File: config.mk
export PLATFORM = sky130hd
export DESIGN_NAME = memory_arbiter
export DESIGN_NICKNAME = d
export VERILOG_FILES = /design/src/rtl/memory_arbiter.sv
export SDC_FILE = /design/constraint.sdc
export NUM_CORES = 1
export LEC_CHECK = 0
export BUFFER_PORTS_ARGS = -buffer_cell sky130_fd_sc_hd__clkbuf_2
export CAP_MARGIN = 20
export CORE_ASPECT_RATIO = 1.2
export CORE_MARGIN = 3
export CORE_UTILIZATION = 43
export DETAILED_ROUTE_END_ITERATION = 8
export GPL_ROUTABILITY_DRIVEN = 0
export PLACE_DENSITY = 0.85
export RECOVER_POWER = 25
export SLEW_MARGIN = 0
export SYNTH_ARGS = -nofsm -noshare
export SYNTH_HDL_FRONTEND = slang
export SYNTH_SLANG_ARGS = --single-unit
export TNS_END_PERCENT = 1
File: constraint.sdc
create_clock -name clk -period 1.9 [get_ports clk]
set_clock_uncertainty 0.05 [all_clocks]
set_input_delay 0.57 -clock clk [delete_from_list [all_inputs] [get_ports clk]]
set_output_delay 0.57 -clock clk [all_outputs]
set_load 0.01 [all_outputs]
File: src/rtl/memory_arbiter.sv
// Memory arbiter: one shared memory port serving instruction fetch and data load/store.
// Define MEM_ARB_TIMEOUT_EN to abort transactions stuck on mem_busy after TIMEOUT_CYCLES.
module memory_arbiter #(
    parameter int unsigned TIMEOUT_CYCLES = 255
) (
    input  logic        clk,
    input  logic        rst,
    input  logic        imemRen,
    input  logic [31:0] imemaddr,
    output logic [31:0] imemload,
    output logic        i_ready,
    input  logic        dmmRen,
    input  logic        dmmWen,
    input  logic [31:0] dmmaddr,
    input  logic [31:0] dmmstore,
    input  logic [1:0]  d_fetch,
    output logic [31:0] dmmload,
    output logic        d_ready,
    output logic        mem_ren,
    output logic        mem_wen,
    output logic [31:0] mem_addr,
    output logic [31:0] mem_wdata,
    output logic [3:0]  mem_sel,
    input  logic [31:0] mem_rdata,
    input  logic        mem_busy,
    output logic        arb_err
);

    localparam int unsigned CNT_W      = (TIMEOUT_CYCLES > 1) ? $clog2(TIMEOUT_CYCLES) : 1;
    localparam logic [31:0] ABORT_WORD = 32'hDEAD_BEEF;
    localparam logic [31:0] WORD_MASK  = 32'hFFFF_FFFC;

    typedef enum logic [1:0] {IDLE, DREQ, IREQ, DONE} state_e;

    state_e             state_q, state_d;
    logic               last_data_q, last_data_d;
    logic               is_wr_q, is_wr_d;
    logic [1:0]         off_q, off_d;
    logic [1:0]         size_q, size_d;
    logic [CNT_W-1:0]   cnt_q, cnt_d;
    logic               mem_ren_q, mem_ren_d;
    logic               mem_wen_q, mem_wen_d;
    logic [31:0]        mem_addr_q, mem_addr_d;
    logic [31:0]        mem_wdata_q, mem_wdata_d;
    logic [3:0]         mem_sel_q, mem_sel_d;
    logic               i_ready_q, i_ready_d;
    logic               d_ready_q, d_ready_d;
    logic [31:0]        imemload_q, imemload_d;
    logic [31:0]        dmmload_q, dmmload_d;
    logic               err_q, err_d;

    logic               d_win_c;
    logic [3:0]         d_sel_c;
    logic [31:0]        d_wdata_c;
    logic [31:0]        lane_c;
    logic               timeout_c;

`ifdef MEM_ARB_TIMEOUT_EN
    assign timeout_c = mem_busy && (cnt_q == CNT_W'(TIMEOUT_CYCLES - 1));
`else
    assign timeout_c = 1'b0;
`endif

    // Data wins a tie unless the last completed transaction was data.
    assign d_win_c = (dmmRen || dmmWen) && (!imemRen || !last_data_q);

    // Byte enables and lane-shifted store data for the incoming data request.
    always_comb begin
        d_sel_c   = 4'b1111;
        d_wdata_c = dmmstore;
        case (d_fetch)
            2'b00: begin
                d_sel_c   = 4'b0001 << dmmaddr[1:0];
                d_wdata_c = dmmstore << {dmmaddr[1:0], 3'b000};
            end
            2'b01: begin
                d_sel_c   = 4'b0011 << {dmmaddr[1], 1'b0};
                d_wdata_c = dmmstore << {dmmaddr[1], 4'b0000};
            end
            default: ;
        endcase
    end

    // Right-aligned, zero-extended load lane from the latched offset/size.
    always_comb begin
        lane_c = mem_rdata;
        case (size_q)
            2'b00:   lane_c = (mem_rdata >> {off_q, 3'b000}) & 32'h0000_00FF;
            2'b01:   lane_c = (mem_rdata >> {off_q[1], 4'b0000}) & 32'h0000_FFFF;
            default: ;
        endcase
    end

    always_comb begin
        state_d     = state_q;
        last_data_d = last_data_q;
        is_wr_d     = is_wr_q;
        off_d       = off_q;
        size_d      = size_q;
        cnt_d       = cnt_q;
        mem_ren_d   = mem_ren_q;
        mem_wen_d   = mem_wen_q;
        mem_addr_d  = mem_addr_q;
        mem_wdata_d = mem_wdata_q;
        mem_sel_d   = mem_sel_q;
        i_ready_d   = 1'b0;
        d_ready_d   = 1'b0;
        imemload_d  = imemload_q;
        dmmload_d   = dmmload_q;
        err_d       = err_q;

        case (state_q)
            IDLE: begin
                cnt_d = '0;
                if (d_win_c) begin
                    state_d     = DREQ;
                    is_wr_d     = dmmWen;
                    mem_wen_d   = dmmWen;
                    mem_ren_d   = !dmmWen;
                    mem_addr_d  = dmmaddr & WORD_MASK;
                    mem_sel_d   = d_sel_c;
                    mem_wdata_d = d_wdata_c;
                    off_d       = dmmaddr[1:0];
                    size_d      = d_fetch;
                end else if (imemRen) begin
                    state_d    = IREQ;
                    mem_ren_d  = 1'b1;
                    mem_wen_d  = 1'b0;
                    mem_addr_d = imemaddr & WORD_MASK;
                    mem_sel_d  = 4'b1111;
                end
            end
            DREQ, IREQ: begin
                if (!mem_busy || timeout_c) begin
                    state_d     = DONE;
                    mem_ren_d   = 1'b0;
                    mem_wen_d   = 1'b0;
                    cnt_d       = '0;
                    last_data_d = (state_q == DREQ);
                    err_d       = err_q | timeout_c;
                    if (state_q == IREQ) begin
                        i_ready_d  = 1'b1;
                        imemload_d = timeout_c ? ABORT_WORD : mem_rdata;
                    end else begin
                        d_ready_d = 1'b1;
                        if (!is_wr_q) begin
                            dmmload_d = timeout_c ? ABORT_WORD : lane_c;
                        end
                    end
                end else begin
                    cnt_d = cnt_q + CNT_W'(1);
                end
            end
            DONE:    state_d = IDLE;
            default: state_d = IDLE;
        endcase
    end

    always_ff @(posedge clk) begin
        if (rst) begin
            state_q     <= IDLE;
            last_data_q <= 1'b0;
            is_wr_q     <= 1'b0;
            off_q       <= 2'b00;
            size_q      <= 2'b00;
            cnt_q       <= '0;
            mem_ren_q   <= 1'b0;
            mem_wen_q   <= 1'b0;
            mem_addr_q  <= 32'h0;
            mem_wdata_q <= 32'h0;
            mem_sel_q   <= 4'h0;
            i_ready_q   <= 1'b0;
            d_ready_q   <= 1'b0;
            imemload_q  <= 32'h0;
            dmmload_q   <= 32'h0;
            err_q       <= 1'b0;
        end else begin
            state_q     <= state_d;
            last_data_q <= last_data_d;
            is_wr_q     <= is_wr_d;
            off_q       <= off_d;
            size_q      <= size_d;
            cnt_q       <= cnt_d;
            mem_ren_q   <= mem_ren_d;
            mem_wen_q   <= mem_wen_d;
            mem_addr_q  <= mem_addr_d;
            mem_wdata_q <= mem_wdata_d;
            mem_sel_q   <= mem_sel_d;
            i_ready_q   <= i_ready_d;
            d_ready_q   <= d_ready_d;
            imemload_q  <= imemload_d;
            dmmload_q   <= dmmload_d;
            err_q       <= err_d;
        end
    end

    assign mem_ren   = mem_ren_q;
    assign mem_wen   = mem_wen_q;
    assign mem_addr  = mem_addr_q;
    assign mem_wdata = mem_wdata_q;
    assign mem_sel   = mem_sel_q;
    assign i_ready   = i_ready_q;
    assign d_ready   = d_ready_q;
    assign imemload  = imemload_q;
    assign dmmload   = dmmload_q;
    assign arb_err   = err_q;

endmodule
==> results of run 1 <==
-- cells in the mapped netlist (all sizes together), types with 2 or more instances --
| cell type | number |
|---|---|
| a22o | 9 |
| nand2b | 13 |
| nor2b | 5 |
| mux4 | 2 |
| clkbuf | 43 |
| buf | 33 |
| dfxtp | 142 |
| nor3 | 20 |
| o221ai | 8 |
| mux2 | 6 |
| o21ai | 3 |
| a32oi | 8 |
| nand2 | 176 |
| a211oi | 22 |
| nand3 | 38 |
| inv | 20 |
| nor2 | 64 |
| and2 | 3 |
| o31ai | 8 |
| a31o | 8 |
| a311oi | 30 |
| ha | 5 |
| a21oi | 84 |
| mux2i | 11 |
| a221oi | 16 |
| a21o | 8 |
-- stage by stage --
step / setup slack, ns / std cells
2_1_floorplan: 0.0461 / 796
3_3_place_gp: -0.0646 / 1228
3_5_place_dp: -0.129 / 1228
4_1_cts: 0.0152 / 1259
5_1_grt: 0.00822 / 1259
6_report: 0.102 / 1259
-- repair_timing --
action | CTS | global route
buffers inserted | 0 | 0
endpoints found under the hold margin | 0 | 0
gates resized for setup | 1 | 8
gates cloned | 0 | 0
endpoints found under the setup margin | 4 | 18
-- layout make-up --
type	count	area [um2]	share of cell area
Inverter	20	75.1	0.00862
Multi-Input combinational cell	558	3210	0.369
Timing Repair Buffer	308	1670	0.192
Tap cell	200	250	0.0287
Sequential cell	142	2840	0.326
Clock inverter	10	183	0.0210
Clock buffer	21	470	0.0540
-- kinds of logic after synthesis --
kind of cell | after synthesis | share of synthesized area
mux | 19 | 0.0348
buf+inv | 96 | 0.0663
simple gates | 321 | 0.213
fa+ha+maj | 5 | 0.00978
other cells | 1 | 0.000586
compound gates | 210 | 0.231
flops | 142 | 0.444
-- power breakdown --
group	total, mW	leakage (nW)	switching (mW)	internal, mW
combinational	5.04	2.28	2.98	2.06
sequential	4.20	1.16	0.427	3.78
clock	3.69	0.324	1.26	2.43
total	12.9	3.77	4.67	8.26
-- metal layers --
layer	wire (um)	track usage	vias up
met1	8190	0.288	3169
met2	10500	0.415	349
met4	733	0.116	0
met3	1720	0.0630	56
met5	0	0	-
li1	-	-	3297
-- critical path, stage by stage, from the launching register on --
cell and delay [ns]:
dfxtp_1 0.35, inv_2 0.08, ha_4 0.27, nand2b_2 0.05
or3_1 0.36, buf_12 0.19, a221oi_1 0.23, nor3_1 0.08
-- path summary, 6_finish.rpt --
path / startpoint / to / slack, ns / depth (start not counted)
min reg2reg: dmmload[16] / dmmload[16] / 0.40 / 2
max: state_q[0] / dmmload[10] / 0.10 / 7
max reg2reg: state_q[0] / dmmload[10] / 0.10 / 7
min: mem_rdata[0] / imemload[0] / 0.35 / 3
-- state kept, by name (all words and copies together) (netlist names) --
| register | count |
|---|---|
| off_q | 2 |
| i_ready | 1 |
| last_data_q | 1 |
| mem_sel | 4 |
| state_q | 2 |
| dmmload | 32 |
| mem_ren | 1 |
| mem_addr | 30 |
| imemload | 32 |
| mem_wdata | 32 |
| mem_wen | 1 |
| is_wr_q | 1 |
| size_q | 2 |
| d_ready | 1 |
==> flow_metrics.tcl, run 1 <==
set metrics [dict create \
    status "completed" \
    syn_avg_cell_area_um2 8.06 \
    drt_iter0_markers 583 \
    die_area_um2 16400 \
    fin_tns_setup_ns 0 \
    drtPass1Iterations 5 \
    startpoint_type "flip-flop" \
    powerDensity_nw_per_um2 1480 \
    wl_per_cell_um 16.8 \
    dp_hpwl_mm 15.4 \
    p_total_mw 12.9 \
    syn_inst 794 \
    drtAntennaViolNets 0 \
    overflow 0 \
    clk_pin_slew_ns 0.06 \
    ys_seq_area_frac 0.444 \
    rsz0062_at_grt "false" \
    numCtsBuffers 17 \
    slew_headroom 0.546 \
    grt_usage 0.244 \
    tightest_slew_ns 0.680 \
    die_y_um 140 \
    yosys_warnings 0 \
    synth_top_area_share 0.444 \
    die_w_um 117 \
    rows 48 \
    ys_types 44 \
    num_vias 6871 \
    layout_common_cells "214 x clkbuf_2, 176 x nand2_1, 142 x dfxtp_1" \
    ioPinCount 273 \
    antenna_found_initial 0 \
    grt_pass1_vias 6384 \
    tritoncts "yes" \
    ys_ff_latch 142 \
    path_max_fanout 30 \
    grt_pass1_wl_mm 32.7 \
    finalCritPeriodShare 0.946 \
    cts_hold_buf 0 \
    cellLeakagePower_nw 3.77 \
    cts_sinks 142 \
    routed_wl_mm 21.1 \
    layout.core_utilization 0.602 \
    irDropWorstVdd_mv 0.824 \
    synth-edff-count 0 \
    final_area_um2 8710 \
    diodes 0 \
    hp-class "input pin to flip-flop" \
    fillers 1274 \
    yosysTopAreaCell "dfxtp_1" \
    core_um2 14500 \
    period_minus_slack_ns 1.80 \
    clock.fmax_mhz 556 \
    root_buffer "clkbuf_16" \
    cp.required_ns 2.13 \
    drcViolationCount 0 \
    slew_viol_final 0 \
    ys.flop_type "dfxtp_1" \
    dpl_cell_area_um2 8080 \
    clk_path_buf_depth 2 \
    layout_commonest_cell "clkbuf_2" \
    grt_max_degree 73 \
    netlist_area_um2 6400 \
    final_nets 1188 \
    ys_top_cells_by_area "dfxtp_1 44%, nand2_1 10%, a21oi_1 6.6%" \
    final-setup-viol-count 0 \
    initial_core_util 0.442 \
    hold_violations 0 \
    via_per_inst 5.46 \
    io_buffers 267 \
    ys_async_sr_fraction 0 \
    maxCapViolations 0 \
    worst_setup_path_end_kind "flip-flop" \
    htreeDepth 4 \
    cp.arrival_ns 2.03 \
    drive_above_1_share 0.294 \
    clkLatencyLatePin_ns 0.41 \
    worst-setup-path-type "flip-flop to flip-flop" \
    syn_to_final_growth_pct 36.2 \
    holdWs_ns 0.347 \
]
Note: power is estimated with default switching activity, not from simulation.
==> inputs of run 2 (changes only) <==
--- a/config.mk
+++ b/config.mk
@@ -7,7 +7,7 @@
 export LEC_CHECK = 0
 export BUFFER_PORTS_ARGS = -buffer_cell sky130_fd_sc_hd__clkbuf_2
 export CAP_MARGIN = 20
-export CORE_ASPECT_RATIO = 1.2
+export CORE_ASPECT_RATIO = 0.9
 export CORE_MARGIN = 3
 export CORE_UTILIZATION = 43
 export DETAILED_ROUTE_END_ITERATION = 8
==> flow_metrics.tcl, run 2 (synthesis gave the netlist of run 1 again) <==
set metrics [dict create \
    path_max_fanout 30 \
    cp_slowest_stage_delay_ns 0.36 \
    ff2ff_setup_slack_ns 0.08 \
    clock.fmax_mhz 551 \
    irDropWorstVdd_mv 0.786 \
    die_area_um2 16400 \
    root_buffer "clkbuf_16" \
    cts_sinks 142 \
    via_per_inst 5.43 \
    core_um2 14300 \
    cellLeakagePower_nw 3.90 \
    final_area_um2 8720 \
    worstRegToRegCells 7 \
    ioPinCount 273 \
    cts_setup_buffers 0 \
    status "completed" \
    slew_headroom 0.555 \
    io_buffers 267 \
    powerDensity_nw_per_um2 1460 \
    initial_core_util 0.447 \
    clk_pin_slew_ns 0.06 \
    grt_usage 0.244 \
    layout_commonest_cell "clkbuf_2" \
    crit_family "simple AND/OR/NAND/NOR gates" \
    clk_path_buf_depth 2 \
    drtPass1Iterations 5 \
    tritoncts "yes" \
    rows 41 \
    p_total_mw 12.7 \
    tightest_slew_ns 0.666 \
    critPathSlowestCell "dfxtp_1" \
    htreeDepth 4 \
    worst-setup-path-type "flip-flop to flip-flop" \
    period_minus_slack_ns 1.82 \
    drcViolationCount 0 \
    syn_to_final_growth_pct 36.3 \
    startpoint_type "flip-flop" \
    final-setup-viol-count 0 \
    diodes 0 \
    min-delay-start "dmmaddr[25]" \
    wl_per_cell_um 16.8 \
    layout.core_utilization 0.609 \
    numCtsBuffers 17 \
    die_y_um 122 \
    cp.arrival_ns 2.05 \
    grt_pass1_wl_mm 32.3 \
    dp_hpwl_mm 15.2 \
    crit_buf_inv 2 \
    crit_path_cell_trace "inv_2, ha_4, nand2b_2, or3_1, buf_12, a221oi_1, nor3_1" \
    routed_wl_mm 21.0 \
    pre_cts_ws_ns 0.0193 \
    holdWs_ns 0.346 \
    drive_above_1_share 0.342 \
    r2r_end "dmmload[14]" \
    antenna_found_initial 0 \
    slew_viol_final 0 \
    grt_pass1_vias 6343 \
    num_vias 6800 \
    finalCritPeriodShare 0.956 \
    drtAntennaViolNets 0 \
    hold_violations 0 \
    cp.required_ns 2.14 \
    hold_path_depth 3 \
    maxCapViolations 0 \
    dpl_cell_area_um2 8110 \
    clkLatencyLatePin_ns 0.42 \
    r2r-start "state_q[0]" \
    final_nets 1188 \
    drt_iter0_markers 598 \
    fin_tns_setup_ns 0 \
    hp-class "input pin to flip-flop" \
    setup_slack_ns 0.0841 \
    overflow 0 \
    rsz0062_at_grt "false" \
    hold_end "mem_addr[25]" \
    fin_cells 1253 \
    worst_setup_path_end_kind "flip-flop" \
    dp.cells 1221 \
    layout_common_cells "266 x clkbuf_2, 176 x nand2_1, 142 x dfxtp_1" \
    die_w_um 135 \
    grt_max_degree 85 \
]
## run 2: cell count changes in the layout (fill, tap and decap cells not counted), moves of 3 or more
cell / change
clkbuf_1: -55
clkbuf_2: +52
a221oi_1: +4
a221oi_2: -4
clkinvlp_4: +4
buf_12: +3
bufinv_16: -3
clkbuf_8: -3
## run 2: layout make-up
cell class              instances  area (um2)
clock inverters                15         163
inverters                      20        75.1
clock buffers                  17         425
repair buffers                308        1780
flip-flops and latches        142        2840
multi-input cells             558        3190
well taps                     193         241
fillers                      1193        5590
## run 2: tightest hold or removal path, delay by kind of cell
| kind | cells | cell delay, ns |
|---|---|---|
| AO/OA/AOI/OAI | 1 | 0.07 |
| AND/OR/NAND/NOR | 1 | 0.04 |
| buffers and inverters | 1 | 0.08 |
## run 2: where the power goes
group          internal [mW]  switching, mW
Combinational           2.21           2.98
Sequential              3.78          0.434
Clock                   1.95           1.36
## run 2: how the worst max path moves through the flow
stage / cells past startpoint / slack (ns) / start / end
detailed placement: 5 / 0.02 / dmmWen / mem_addr[20]
CTS: 7 / 0.001 / state_q[0] / dmmload[10]
global route: 7 / 0.002 / state_q[1] / dmmload[8]
finish: 7 / 0.08 / state_q[0] / dmmload[14]
floorplan: 7 / 0.05 / state_q[1] / dmmload[8]
global placement: 6 / 0.03 / mem_busy / dmmload[10]
## run 2: repair_timing
action / in CTS / in global routing
gates resized for setup: 0 / 4
hold buffers: 0 / 0
setup endpoints to repair: 0 / 29
## run 2: per-layer routing
metal,GRT usage,wire length (um),vias to the layer above
met5,0,0,-
met4,0.0770,416,0
met3,0.0756,2080,37
met2,0.393,9880,361
met1,0.315,8620,3098
li1,-,-,3304
==> inputs of run 3 (changes only) <==
--- a/config.mk
+++ b/config.mk
@@ -12,9 +12,10 @@
 export CORE_UTILIZATION = 43
 export DETAILED_ROUTE_END_ITERATION = 8
 export GPL_ROUTABILITY_DRIVEN = 0
+export MAX_ROUTING_LAYER = met4
 export PLACE_DENSITY = 0.85
 export RECOVER_POWER = 25
-export SLEW_MARGIN = 0
+export SLEW_MARGIN = 20
 export SYNTH_ARGS = -nofsm -noshare
 export SYNTH_HDL_FRONTEND = slang
 export SYNTH_SLANG_ARGS = --single-unit
==> flow_metrics.tcl, run 3 (synthesis gave the netlist of run 1 again) <==
set metrics [dict create \
    drt_iter0_markers 562 \
    clock.fmax_mhz 550 \
    fin_cells 1253 \
    r2r-start "state_q[1]" \
    die_y_um 122 \
    num_vias 6819 \
    layout_commonest_cell "clkbuf_2" \
    grt_pass1_vias 6339 \
    cts_hold_buf 0 \
    drive_above_1_share 0.342 \
    final-setup-viol-count 0 \
    drtAntennaViolNets 0 \
    overflow 0 \
    io_buffers 267 \
    diodes 0 \
    r2r_end "dmmload[14]" \
    rows 41 \
    worst_setup_path_end_kind "flip-flop" \
    timing.critical_path.to "dmmload[14]" \
    wl_per_cell_um 16.8 \
    drtPass1Iterations 5 \
    tightest_slew_ns 0.657 \
    startpoint_type "flip-flop" \
    irDropWorstVdd_mv 0.786 \
    critPathSlowestCell "or3_1" \
    worstRegToRegCells 7 \
    worst-setup-path-type "flip-flop to flip-flop" \
    dp.cells 1221 \
    fillers 1193 \
    status "completed" \
    via_per_inst 5.44 \
    maxCapViolations 0 \
    core_um2 14300 \
    cts_setup_buffers 0 \
    finalCritPeriodShare 0.957 \
    cp.arrival_ns 2.06 \
    ioPinCount 273 \
    layout_common_cells "266 x clkbuf_2, 176 x nand2_1, 142 x dfxtp_1" \
    drcViolationCount 0 \
    die_area_um2 16400 \
    hp-class "input pin to flip-flop" \
    cp_slowest_stage_delay_ns 0.36 \
    dp_hpwl_mm 15.2 \
    clk_path_buf_depth 2 \
    die_w_um 135 \
    syn_to_final_growth_pct 36.3 \
    hold_violations 0 \
    htreeDepth 4 \
    root_buffer "clkbuf_16" \
    p_total_mw 12.7 \
    clk_pin_slew_ns 0.06 \
    clkLatencyLatePin_ns 0.42 \
    crit_cells 7 \
    cellLeakagePower_nw 3.90 \
    holdWs_ns 0.344 \
    antenna_found_initial 0 \
    crit_family "simple AND/OR/NAND/NOR gates" \
    final_nets 1188 \
    grt_max_degree 85 \
    initial_core_util 0.447 \
    crit_path_cell_trace "inv_1, ha_4, nand2b_2, or3_1, buf_12, a221oi_1, nor3_1" \
    cts_sinks 142 \
    fin_tns_setup_ns 0 \
    ff2ff_setup_slack_ns 0.08 \
    slew_viol_final 0 \
    cp.required_ns 2.14 \
    grt_pass1_wl_mm 32.3 \
    layout.core_utilization 0.609 \
    grt_usage 0.252 \
    cp-startpoint "state_q[1]" \
    powerDensity_nw_per_um2 1460 \
    numCtsBuffers 17 \
    crit_buf_inv 2 \
    path_max_fanout 30 \
    tritoncts "yes" \
    period_minus_slack_ns 1.82 \
    rsz0062_at_grt "false" \
    slew_headroom 0.561 \
    routed_wl_mm 21.0 \
]
-- run 3: cell counts in the layout (fill, tap and decap cells not counted) --
Identical to the previous run, type by type.
-- run 3: through the flow --
step | cell area [um2] | setup slack (ns)
final | 8720 | 0.0826
after detailed placement | 8110 | 0.0193
after global placement | 8110 | 0.0290
after global routing | 8720 | 0.00164
after CTS | 8690 | 0.00133
after floorplan | 6400 | 0.0461
-- run 3: worst min-delay path: stages --
cell	delay (ns)
clkbuf_2	0.08
nand2_1	0.04
a311oi_1	0.07
-- run 3: what timing repair did --
| item | CTS | global route |
|---|---|---|
| endpoints found under the setup margin | 0 | 29 |
| resized for setup | 0 | 4 |
| endpoints found under the hold margin | 0 | 0 |
-- run 3: how the worst min path moves through the flow --
stage                           start      endpoint  slack, ns  cells past startpoint
after CTS                 dmmaddr[24]  mem_addr[24]       0.32                      3
final                     dmmaddr[24]  mem_addr[24]       0.34                      3
after global placement    dmmload[24]   dmmload[24]       0.39                      2
after detailed placement  imemload[8]   imemload[8]       0.40                      2
after global routing      dmmaddr[22]  mem_addr[22]       0.33                      3
after floorplan              off_q[0]      off_q[0]       0.40                      2
-- run 3: final cells by class --
| class | instances | area [um2] | area share |
|---|---|---|---|
| inverter | 20 | 75.1 | 0.00861 |
| clock buffer | 17 | 425 | 0.0488 |
| multi-input combinational | 558 | 3190 | 0.366 |
| sequential | 142 | 2840 | 0.326 |
| tap | 193 | 241 | 0.0277 |
| clock inverter | 15 | 163 | 0.0187 |
| timing repair buffer | 308 | 1780 | 0.205 |
-- run 3: power by group --
| part | total (mW) | internal (mW) | switching, mW |
|---|---|---|---|
| Clock | 3.32 | 1.95 | 1.37 |
| Sequential | 4.21 | 3.78 | 0.432 |
| Combinational | 5.19 | 2.21 | 2.98 |
| Total | 12.7 | 7.94 | 4.78 |
-- run 3: routing by layer --
layer	up-vias	track usage	share of wire
met4	0	0.0744	0.020
met1	3141	0.321	0.42
met3	38	0.0690	0.094
met5	-	-	0
li1	3299	-	-
met2	341	0.394	0.47
